==> config.mk <==
export PLATFORM = sky130hd
export DESIGN_NAME = peak_finder_flat
export DESIGN_NICKNAME = d
export VERILOG_FILES = /design/src/rtl/package_settings.sv /design/src/rtl/peak_finder_if.sv /design/src/rtl/peak_timestamp_counter.sv /design/src/rtl/peak_finder.sv /design/src/flat_wrapper.sv
export SDC_FILE = /design/constraint.sdc
export NUM_CORES = 1
export LEC_CHECK = 0
export CAP_MARGIN = 20
export CORE_MARGIN = 2
export CORE_UTILIZATION = 55
export DETAILED_ROUTE_END_ITERATION = 10
export PLACE_DENSITY = 0.78
export SETUP_SLACK_MARGIN = 0.5
export SYNTH_ARGS = -nofsm -noshare
export SYNTH_HDL_FRONTEND = slang
export SYNTH_SLANG_ARGS = --single-unit
==> constraint.sdc <==
create_clock -name clk -period 3.7 [get_ports clk]
set_input_delay 1.11 -clock clk [delete_from_list [all_inputs] [get_ports clk]]
set_output_delay 1.11 -clock clk [all_outputs]
set_load 0.005 [all_outputs]
==> src/rtl/package_settings.sv <==
// package_settings: shared sizes and FSM state type for the peak_finder filter-chain block
package package_settings;
  localparam int SIZE_FILTER_DATA = 16;
  localparam int SIZE_PEAK_TIME = 32;
  localparam int SIZE_PEAK_CNT = 16;
  typedef enum logic [1:0] {IDLE, PULSE, REPORT, HOLDOFF} peak_state_t;
endpackage

==> src/rtl/peak_finder_if.sv <==
// peak_finder_if: sample stream in, pulse records and status out
//   input_data  signed filter sample, one per clock
//   threshold   signed trigger level
//   hysteresis  unsigned drop below threshold that ends a pulse
//   peak_valid  one-cycle record strobe
//   peak_amplitude / peak_time / pulse_width  record fields
//   event_count / lost_count / busy           status
// The slave modport is the peak_finder side, the master modport the sample source / record sink.
interface peak_finder_if #(
  parameter int DATA_W = package_settings::SIZE_FILTER_DATA,
  parameter int TIME_W = package_settings::SIZE_PEAK_TIME
);
  logic [DATA_W-1:0] input_data;
  logic [DATA_W-1:0] threshold;
  logic [DATA_W-1:0] hysteresis;
  logic peak_valid;
  logic [DATA_W-1:0] peak_amplitude;
  logic [TIME_W-1:0] peak_time;
  logic [package_settings::SIZE_PEAK_CNT-1:0] pulse_width;
  logic [package_settings::SIZE_PEAK_CNT-1:0] event_count;
  logic [package_settings::SIZE_PEAK_CNT-1:0] lost_count;
  logic busy;
  modport slave (
    input  input_data, threshold, hysteresis,
    output peak_valid, peak_amplitude, peak_time, pulse_width, event_count, lost_count, busy
  );
  modport master (
    output input_data, threshold, hysteresis,
    input  peak_valid, peak_amplitude, peak_time, pulse_width, event_count, lost_count, busy
  );
endinterface

==> src/rtl/peak_timestamp_counter.sv <==
// peak_timestamp_counter: free-running wrapping counter, async active-low reset
//   clk    clock
//   reset  asynchronous active-low reset, clears count
//   count  current value; the value seen at an edge is the timestamp of the sample taken there
module peak_timestamp_counter #(
  parameter int W = package_settings::SIZE_PEAK_TIME
) (
  input  logic         clk,
  input  logic         reset,
  output logic [W-1:0] count
);
  always_ff @(posedge clk or negedge reset)
    if (!reset) count <= '0;
    else count <= count + 1'b1;
endmodule

==> src/rtl/peak_finder.sv <==
// peak_finder: threshold/hysteresis pulse detector emitting max amplitude, its timestamp and width
//   clk    system clock, one sample per cycle
//   reset  asynchronous active-low reset; clears state, records and counters
//   pk     peak_finder_if slave: samples, levels, record outputs, event/lost counters, busy
module peak_finder #(
  parameter int DATA_W  = package_settings::SIZE_FILTER_DATA,
  parameter int TIME_W  = package_settings::SIZE_PEAK_TIME,
  parameter int HOLDOFF = 8
) (
  input  logic clk,
  input  logic reset,
  peak_finder_if.slave pk
);
  localparam int CW = package_settings::SIZE_PEAK_CNT;
  localparam int HW = HOLDOFF > 1 ? $clog2(HOLDOFF) : 1;
  localparam logic [HW-1:0] H_LAST = HW'(HOLDOFF > 0 ? HOLDOFF - 1 : 0);
  package_settings::peak_state_t state;
  logic [TIME_W-1:0] ts;
  logic [TIME_W-1:0] max_time;
  logic [TIME_W-1:0] time_q;
  logic signed [DATA_W-1:0] x;
  logic signed [DATA_W-1:0] thr;
  logic signed [DATA_W-1:0] max_amp;
  logic signed [DATA_W-1:0] amp_q;
  logic signed [DATA_W:0] x_e;
  logic signed [DATA_W:0] lo;
  logic above;
  logic above_q;
  logic below;
  logic valid_q;
  logic [CW-1:0] width;
  logic [CW-1:0] width_q;
  logic [CW-1:0] event_q;
  logic [CW-1:0] lost_q;
  logic [HW-1:0] hcnt;

  peak_timestamp_counter #(.W(TIME_W)) u_ts (
    .clk   (clk),
    .reset (reset),
    .count (ts)
  );

  // Exit level is formed one bit wider so a large hysteresis below a negative threshold cannot wrap.
  assign x     = pk.input_data;
  assign thr   = pk.threshold;
  assign x_e   = {x[DATA_W-1], x};
  assign lo    = {thr[DATA_W-1], thr} - $signed({1'b0, pk.hysteresis});
  assign above = x > thr;
  assign below = x_e < lo;

  assign pk.peak_valid     = valid_q;
  assign pk.peak_amplitude = amp_q;
  assign pk.peak_time      = time_q;
  assign pk.pulse_width    = width_q;
  assign pk.event_count    = event_q;
  assign pk.lost_count     = lost_q;
  assign pk.busy           = state != package_settings::IDLE;

  always_ff @(posedge clk or negedge reset)
    if (!reset) begin
      state    <= package_settings::IDLE;
      max_amp  <= '0;
      max_time <= '0;
      width    <= '0;
      amp_q    <= '0;
      time_q   <= '0;
      width_q  <= '0;
      event_q  <= '0;
      lost_q   <= '0;
      valid_q  <= 1'b0;
      above_q  <= 1'b0;
      hcnt     <= '0;
    end else begin
      above_q <= above;
      valid_q <= 1'b0;
      unique case (state)
        package_settings::IDLE:
          if (above) begin
            state    <= package_settings::PULSE;
            max_amp  <= x;
            max_time <= ts;
            width    <= CW'(1);
          end
        package_settings::PULSE:
          if (below) state <= package_settings::REPORT;
          else begin
            width <= width + CW'(width != '1);
            // strict compare keeps the earliest of equal maxima
            if (x > max_amp) begin
              max_amp  <= x;
              max_time <= ts;
            end
          end
        package_settings::REPORT: begin
          amp_q   <= max_amp;
          time_q  <= max_time;
          width_q <= width;
          valid_q <= 1'b1;
          event_q <= event_q + 1'b1;
          hcnt    <= '0;
          state   <= HOLDOFF == 0 ? package_settings::IDLE : package_settings::HOLDOFF;
        end
        package_settings::HOLDOFF: begin
          // above_q holds the previous sample, so a level already high on entry is not a crossing
          if (above && !above_q) lost_q <= lost_q + CW'(lost_q != '1);
          hcnt <= hcnt + 1'b1;
          if (hcnt == H_LAST) state <= package_settings::IDLE;
        end
      endcase
    end
endmodule

==> src/flat_wrapper.sv <==
// flat-port wrapper written by rule: the top's interface ports become plain ports
module peak_finder_flat 
#(
  parameter int DATA_W  = package_settings::SIZE_FILTER_DATA,
  parameter int TIME_W  = package_settings::SIZE_PEAK_TIME,
  parameter int HOLDOFF = 8
)
  (clk, reset, pk_input_data, pk_threshold, pk_hysteresis, pk_peak_valid, pk_peak_amplitude, pk_peak_time, pk_pulse_width, pk_event_count, pk_lost_count, pk_busy);
  peak_finder_if #(.DATA_W(DATA_W), .TIME_W(TIME_W)) pk_i ();
  input  logic clk;
  input  logic reset;
  input wire logic [$bits(pk_i.input_data)-1:0] pk_input_data;
  input wire logic [$bits(pk_i.threshold)-1:0] pk_threshold;
  input wire logic [$bits(pk_i.hysteresis)-1:0] pk_hysteresis;
  output wire logic [$bits(pk_i.peak_valid)-1:0] pk_peak_valid;
  output wire logic [$bits(pk_i.peak_amplitude)-1:0] pk_peak_amplitude;
  output wire logic [$bits(pk_i.peak_time)-1:0] pk_peak_time;
  output wire logic [$bits(pk_i.pulse_width)-1:0] pk_pulse_width;
  output wire logic [$bits(pk_i.event_count)-1:0] pk_event_count;
  output wire logic [$bits(pk_i.lost_count)-1:0] pk_lost_count;
  output wire logic [$bits(pk_i.busy)-1:0] pk_busy;
  assign pk_i.input_data = pk_input_data;
  assign pk_i.threshold = pk_threshold;
  assign pk_i.hysteresis = pk_hysteresis;
  assign pk_peak_valid = pk_i.peak_valid;
  assign pk_peak_amplitude = pk_i.peak_amplitude;
  assign pk_peak_time = pk_i.peak_time;
  assign pk_pulse_width = pk_i.pulse_width;
  assign pk_event_count = pk_i.event_count;
  assign pk_lost_count = pk_i.lost_count;
  assign pk_busy = pk_i.busy;
  peak_finder #(.DATA_W(DATA_W), .TIME_W(TIME_W), .HOLDOFF(HOLDOFF)) u_core (.clk(clk), .reset(reset), .pk(pk_i));
endmodule
==> results.cfg, run 1 <==
[cells_and_area]
synthToLayoutAreaGrowth_pct = 41.43
finalNetCount = 1267
drive_above_1_share = 0.3212
diodes = 0

[yosys]
syn_nets = 995
netlist_area_um2 = 10140
yosys_warnings = 0
synthFlopType = dfrtp_1
seq_area_frac_synth = 0.4909
yosysTopAreaCell = dfrtp_1
ys_ff_latch = 199
synth-edff-count = 0
avgSynthCellArea_um2 = 11.70
synthCells = 867
async_reset_ff_frac = 1.000
yosysUniqueCellTypes = 55
synth_top_area_share = 0.4909
synth_area_leaders = dfrtp_1, ha_1, mux2_2, xnor2_1, mux2_1

[cts]
insertion_delay_ps = 440
cts_buffers = 17
cts_tree = built
htree_levels = 4
cts.path.max_buffers = 2
clk_pin_slew_worst_paths_ps = 80
postCtsHoldBufs = 0
clock_sinks = 199
root_buffer = clkbuf_16

[global_routing]
grt_max_degree = 78
use_met2 = 0.4303
antenna_found_initial = 0
grt_pass1_wl_um = 40210
met3_usage = 0.05162
grt.busiest_layer = met2
first_global_vias = 7943
gr-usage-met1 = 0.3304
gr-usage-all-layers = 0.2543
overflow = 0

[pwr]
switching_share = 0.3255
ir_drop_mv = 0.4912
power_frac_seq = 0.345
p_switching_mw = 2.677
finalPower_mw = 8.223
clock_power_share = 0.236
comb_power_share = 0.419
powerDensity_nw_per_um2 = 573.2
cellInternalPower_mw = 5.546
leakagePower_nw = 6.902

[sta]
final-hold-violation-count = 0
setup_viol = 66
tns_ps = -59340
fmax_mhz = 212.7
slew_violations = 0
hold_slack_ps = 484.2
max-slew-margin-rel = 0.4157
period_needed_ps = 4702
setup_ws_ps = -1002
tightestPinTransition_ps = 868.5
fin_crit_sh = 1.271
finClkSkew_ps = 16.44
rsz0062_at_grt = true

[critical_path]
cp-start-kind = input port
cp_data_required_time_ps = 4020
crit_path_end_kind = flop
arrival_ps = 5020
crit_fanout = 7
crit_type = in2reg

[floorplan]
design.core.area_um2 = 18020
io_pins = 148
rows = 49
dieWidth_um = 139.8
die_h_um = 139.8
die_area_um2 = 19550
initial_core_util = 0.5628

[drt]
route.antenna.remaining_nets = 0
finalWirelength_um = 25270
drc = 0
vias = 7709
viasPerCell = 5.582
drt_first_pass_iters = 4
wl_per_cell_um = 18.29
drt_iter0_markers = 367

[flow_run]
cap_violations = 0

[placed_design]
dp_hpwl_um = 16040
port_buffers = 147
gp_congestion = 0.8163

[worst_hold_path]
hp-class = reg2reg

[status]
violations = negative setup slack
run_status = finished with violations
==> power groups by stage <==
stage	Combinational [mW]	Sequential, mW	Clock (mW)
after floorplan	1.71	2.79	0
after global placement	2.66	2.84	0
after detailed placement	2.74	2.86	0
after CTS	3.37	2.82	1.96
after global routing	3.69	2.87	2.06
final	3.45	2.83	1.94
==> routing by layer <==
layer	vias up	share of wire
met5	-	0
met4	0	0.023
met3	48	0.043
met2	194	0.50
met1	3826	0.43
li1	3641	-
==> synthesized netlist by cell type (6+ instances only) <==
| library cell | n |
|---|---|
| o21ai_0 | 13 |
| nor2_1 | 32 |
| a21o_1 | 9 |
| nand3_1 | 42 |
| and3_1 | 20 |
| nor4_1 | 6 |
| a21oi_1 | 25 |
| inv_1 | 65 |
| nand2_1 | 43 |
| nand4_1 | 19 |
| nor2b_1 | 6 |
| mux2_4 | 21 |
| xor2_1 | 30 |
| or3_1 | 8 |
| o21a_1 | 6 |
| xnor2_1 | 40 |
| mux2_1 | 28 |
| nor3_1 | 17 |
| clkbuf_1 | 14 |
| ha_1 | 77 |
| mux2_2 | 69 |
| o211ai_1 | 10 |
| dfrtp_1 | 199 |
==> final cells by class <==
cell class                      count  area, µm²
Inverter                           65      259.0
Timing Repair Buffer              274       2678
Clock inverter                     15      203.9
Multi-Input combinational cell    582       5514
Sequential cell                   199       4980
Tap cell                          229      286.5
Fill cell                        1106       3679
Clock buffer                       17      425.4
==> kinds of logic (layout without fill, tap and decap cells) <==
family	after synthesis	count (layout)	share of synthesized area
simple gates	206	206	0.1018
flops	199	199	0.4909
mux	120	120	0.1407
compound gates	108	108	0.07463
buf+inv	86	371	0.03454
fa+ha+maj	78	78	0.09695
xor+xnor	70	70	0.06044
==> state kept, by name, indices dropped and copies added (netlist names) <==
register / flops
u_core.pk.event_count: 16
u_core.pk.peak_time: 32
u_core.pk.pulse_width: 16
u_core.hcnt: 3
u_core.above_q: 1
u_core.u_ts.count: 32
u_core.max_amp: 16
u_core.state: 2
u_core.pk.lost_count: 16
u_core.pk.peak_valid: 1
u_core.width: 16
u_core.max_time: 32
u_core.pk.peak_amplitude: 16
==> path summary, 6_finish.rpt <==
| path | from | endpoint | slack (ps) | cells after the start |
|---|---|---|---|---|
| worst max-delay path | pk_hysteresis[2] | u_core.max_time[5] | -1000 | 24 |
| worst min register to register | u_core.u_ts.count[31] | u_core.u_ts.count[31] | 480 | 1 |
| max in group asynchronous | reset | u_core.hcnt[2] | 2260 | 2 |
| worst max register to register | u_core.max_amp[14] | u_core.max_time[5] | 360 | 13 |
| min in group asynchronous | reset | u_core.pk.pulse_width[4] | 650 | 1 |
| worst min-delay path | u_core.u_ts.count[31] | u_core.u_ts.count[31] | 480 | 1 |
==> through the flow <==
stage | utilization | cells | setup slack (ps) | area, µm²
global placement | 0.6993 | 1315 | -1939 | 12600
CTS | 0.7833 | 1374 | -956.2 | 14120
finish | 0.7959 | 1381 | -1002 | 14350
floorplan | - | 867 | -1063 | 10220
detailed placement | 0.6993 | 1315 | -2066 | 12600
global route | 0.7959 | 1381 | -1165 | 14350
==> cell usage in the layout, fill, tap and decap left out, types with 7 or more instances in the layout <==
| cell type | instances |
|---|---|
| a21o_1 | 9 |
| nand2_1 | 42 |
| nand4_1 | 19 |
| ha_1 | 55 |
| buf_12 | 10 |
| mux2_4 | 37 |
| clkbuf_16 | 17 |
| buf_4 | 92 |
| dfrtp_1 | 199 |
| o211ai_1 | 10 |
| nor3_4 | 7 |
| mux2_1 | 14 |
| xor2_1 | 30 |
| a21oi_1 | 18 |
| and3_1 | 20 |
| ha_4 | 20 |
| mux2_2 | 67 |
| inv_2 | 11 |
| nor3_1 | 9 |
| or3_1 | 8 |
| xnor2_1 | 40 |
| clkdlybuf4s50_1 | 107 |
| nor2_1 | 27 |
| inv_1 | 52 |
| buf_6 | 26 |
| nand3_1 | 41 |
| dlygate4sd2_1 | 20 |
==> repair_timing <==
| item | in CTS | in global routing |
|---|---|---|
| endpoints found under the hold margin | 0 | 0 |
| endpoints found under the setup margin | 82 | 82 |
| cloned | 4 | 0 |
| pin swaps | 63 | 41 |
| gates resized for setup | 212 | 42 |
| buffers inserted | 23 | 7 |
==> critical path, stage by stage <==
cell             delay [ps]
clkdlybuf4s15_1         170
inv_2                    60
ha_4                    190
buf_6                   110
nor2b_4                 110
o31a_1                  300
buf_4                   140
buf_4                   140
o21a_1                  190
a21oi_1                 180
xor2_1                  160
ha_1                    250
buf_4                   140
a22oi_1                 130
nand3_1                  90
a31oi_1                 260
a21boi_2                110
o21a_1                  230
o211ai_2                100
a21oi_4                 100
buf_12                  150
buf_12                  130
buf_16                  140
mux2_4                  310
Power figures use the tool's default switching activity.
==> run 2: changes to the inputs <==
Settings changed: CORE_ASPECT_RATIO set to 1.2.
==> results.cfg, run 2 (synthesis results as in run 1) <==
[critical_path]
arrival_ps = 5200
max_stage_delay_ps = 430
crit_path_end_kind = flop
crit_type = in2reg
crit_top_cell = buf_4
crit_slowest_cell = fa_2
cp-start-kind = input port
crit_fanout = 4
cp_data_required_time_ps = 4020

[drt]
routed.top_layer = met4
wl_per_cell_um = 19.25
drt_iter0_markers = 411
wl_met3_um = 945
vias = 7906
route.antenna.remaining_nets = 0
drc = 0
finalWirelength_um = 26520
drt_first_pass_iters = 5
viasPerCell = 5.737
wl_met1_um = 10530
wl_met2_um = 13970

[pwr]
powerDensity_nw_per_um2 = 597.9
ir_drop_mv = 0.4331
leakagePower_nw = 6.879
finalPower_mw = 8.626

[placed_design]
port_buffers = 147
gp_congestion = 0.9046
dp.cells = 1306
pre_cts_ws_ps = -1983
dp_hpwl_um = 15900

[cts]
htree_levels = 4
cts_tree = built
insertion_delay_ps = 430
root_buffer = clkbuf_16
cts.path.max_buffers = 2
cts_buffers = 17
clock_sinks = 199
clk_pin_slew_worst_paths_ps = 80

[cells_and_area]
diodes = 0
synthToLayoutAreaGrowth_pct = 42.24
finalNetCount = 1269
drive_above_1_share = 0.3345
final_common_cell = dfrtp_1
final_cell_mix = dfrtp_1, clkdlybuf4s50_1, buf_4
finalNonFillerCells = 1378

[sta]
fin_crit_sh = 1.319
slew_violations = 0
setup_viol = 66
tightestPinTransition_ps = 793.6
setup_ws_ps = -1181
fmax_mhz = 204.9
finClkSkew_ps = 18.01
max-slew-margin-rel = 0.4669
period_needed_ps = 4881
rsz0062_at_grt = true
final-hold-violation-count = 0

[flow_run]
cap_violations = 0

[global_routing]
first_global_vias = 8182
antenna_found_initial = 0
gr-usage-all-layers = 0.2686
grt_pass1_wl_um = 41730
grt_max_degree = 96
overflow = 0

[status]
violations = negative setup slack
run_status = finished with violations

[worst_hold_path]
hp-class = reg2reg

[floorplan]
rows = 54
initial_core_util = 0.5602
dieWidth_um = 128.0
design.core.area_um2 = 18110
die_h_um = 152.8
io_pins = 148
die_area_um2 = 19550
## run 2: cell types whose count changed in the layout (fill, tap and decap cells not counted), sizes merged, moves of 2 or more
cell,before,now
buf,138,141
clkinv,6,4
clkinvlp,1,3
dlygate4sd2,20,11
clkdlybuf4s15,6,13
## run 2: final cells by class
| cell class | count | area (µm²) |
|---|---|---|
| Clock inverter | 15 | 210.2 |
| Timing Repair Buffer | 276 | 2771 |
| Tap cell | 224 | 280.3 |
| Clock buffer | 17 | 425.4 |
| Multi-Input combinational cell | 582 | 5499 |
| Sequential cell | 199 | 4980 |
| Inverter | 65 | 261.5 |
| Fill cell | 1037 | 3680 |
## run 2: worst max-delay path: cells and delay by family
family,cells,cell delay (ps)
buffers and inverters,10,1200
AND/OR/NAND/NOR,1,130
XOR/XNOR,1,120
AO/OA/AOI/OAI,9,1380
multiplexers,1,290
adder cells (fa/ha/maj),3,950
## run 2: report_power, final
group | internal, mW | switching, mW | total, mW | leakage (nW)
registers | 2.53 | 0.297 | 2.83 | 2.62
clock network | 1.09 | 0.894 | 1.99 | 0.301
logic | 2.20 | 1.61 | 3.81 | 3.96
## run 2: worst paths after layout
| check | slack [ps] | start | to | cells past startpoint |
|---|---|---|---|---|
| setup / recovery | -1180 | pk_threshold[0] | u_core.max_time[2] | 25 |
| min in group asynchronous | 750 | reset | u_core.pk.peak_amplitude[10] | 1 |
| hold / removal | 480 | u_core.pk.event_count[15] | u_core.pk.event_count[15] | 1 |
| setup reg to reg | 280 | u_core.max_amp[15] | u_core.max_time[2] | 14 |
| max in group asynchronous | 2150 | reset | u_core.width[2] | 2 |
| hold reg to reg | 480 | u_core.pk.event_count[15] | u_core.pk.event_count[15] | 1 |
## run 2: what timing repair did
| action | CTS | global route |
|---|---|---|
| endpoints found under the setup margin | 82 | 82 |
| hold buffers | 0 | 0 |
| pin swaps | 56 | 39 |
| gates cloned | 6 | 1 |
| resized for setup | 230 | 42 |
| setup buffers | 23 | 10 |
## run 2: routing by layer
metal	global-route usage	vias up
met3	0.04073	77
li1	-	3632
met5	0	-
met4	0.1240	0
met2	0.4647	247
met1	0.3294	3950
## run 2: stage by stage
| step | hold slack (ps) | setup TNS (ps) | util | area [µm²] |
|---|---|---|---|---|
| 2_1_floorplan | 441.6 | -64040 | - | 10220 |
| 3_3_place_gp | 459.8 | -121680 | 0.6955 | 12590 |
| 3_5_place_dp | 466.5 | -130800 | 0.6955 | 12590 |
| 4_1_cts | 476.6 | -59320 | 0.7824 | 14170 |
| 5_1_grt | 493.3 | -84230 | 0.7968 | 14430 |
| 6_report | 477.1 | -71430 | 0.7968 | 14430 |
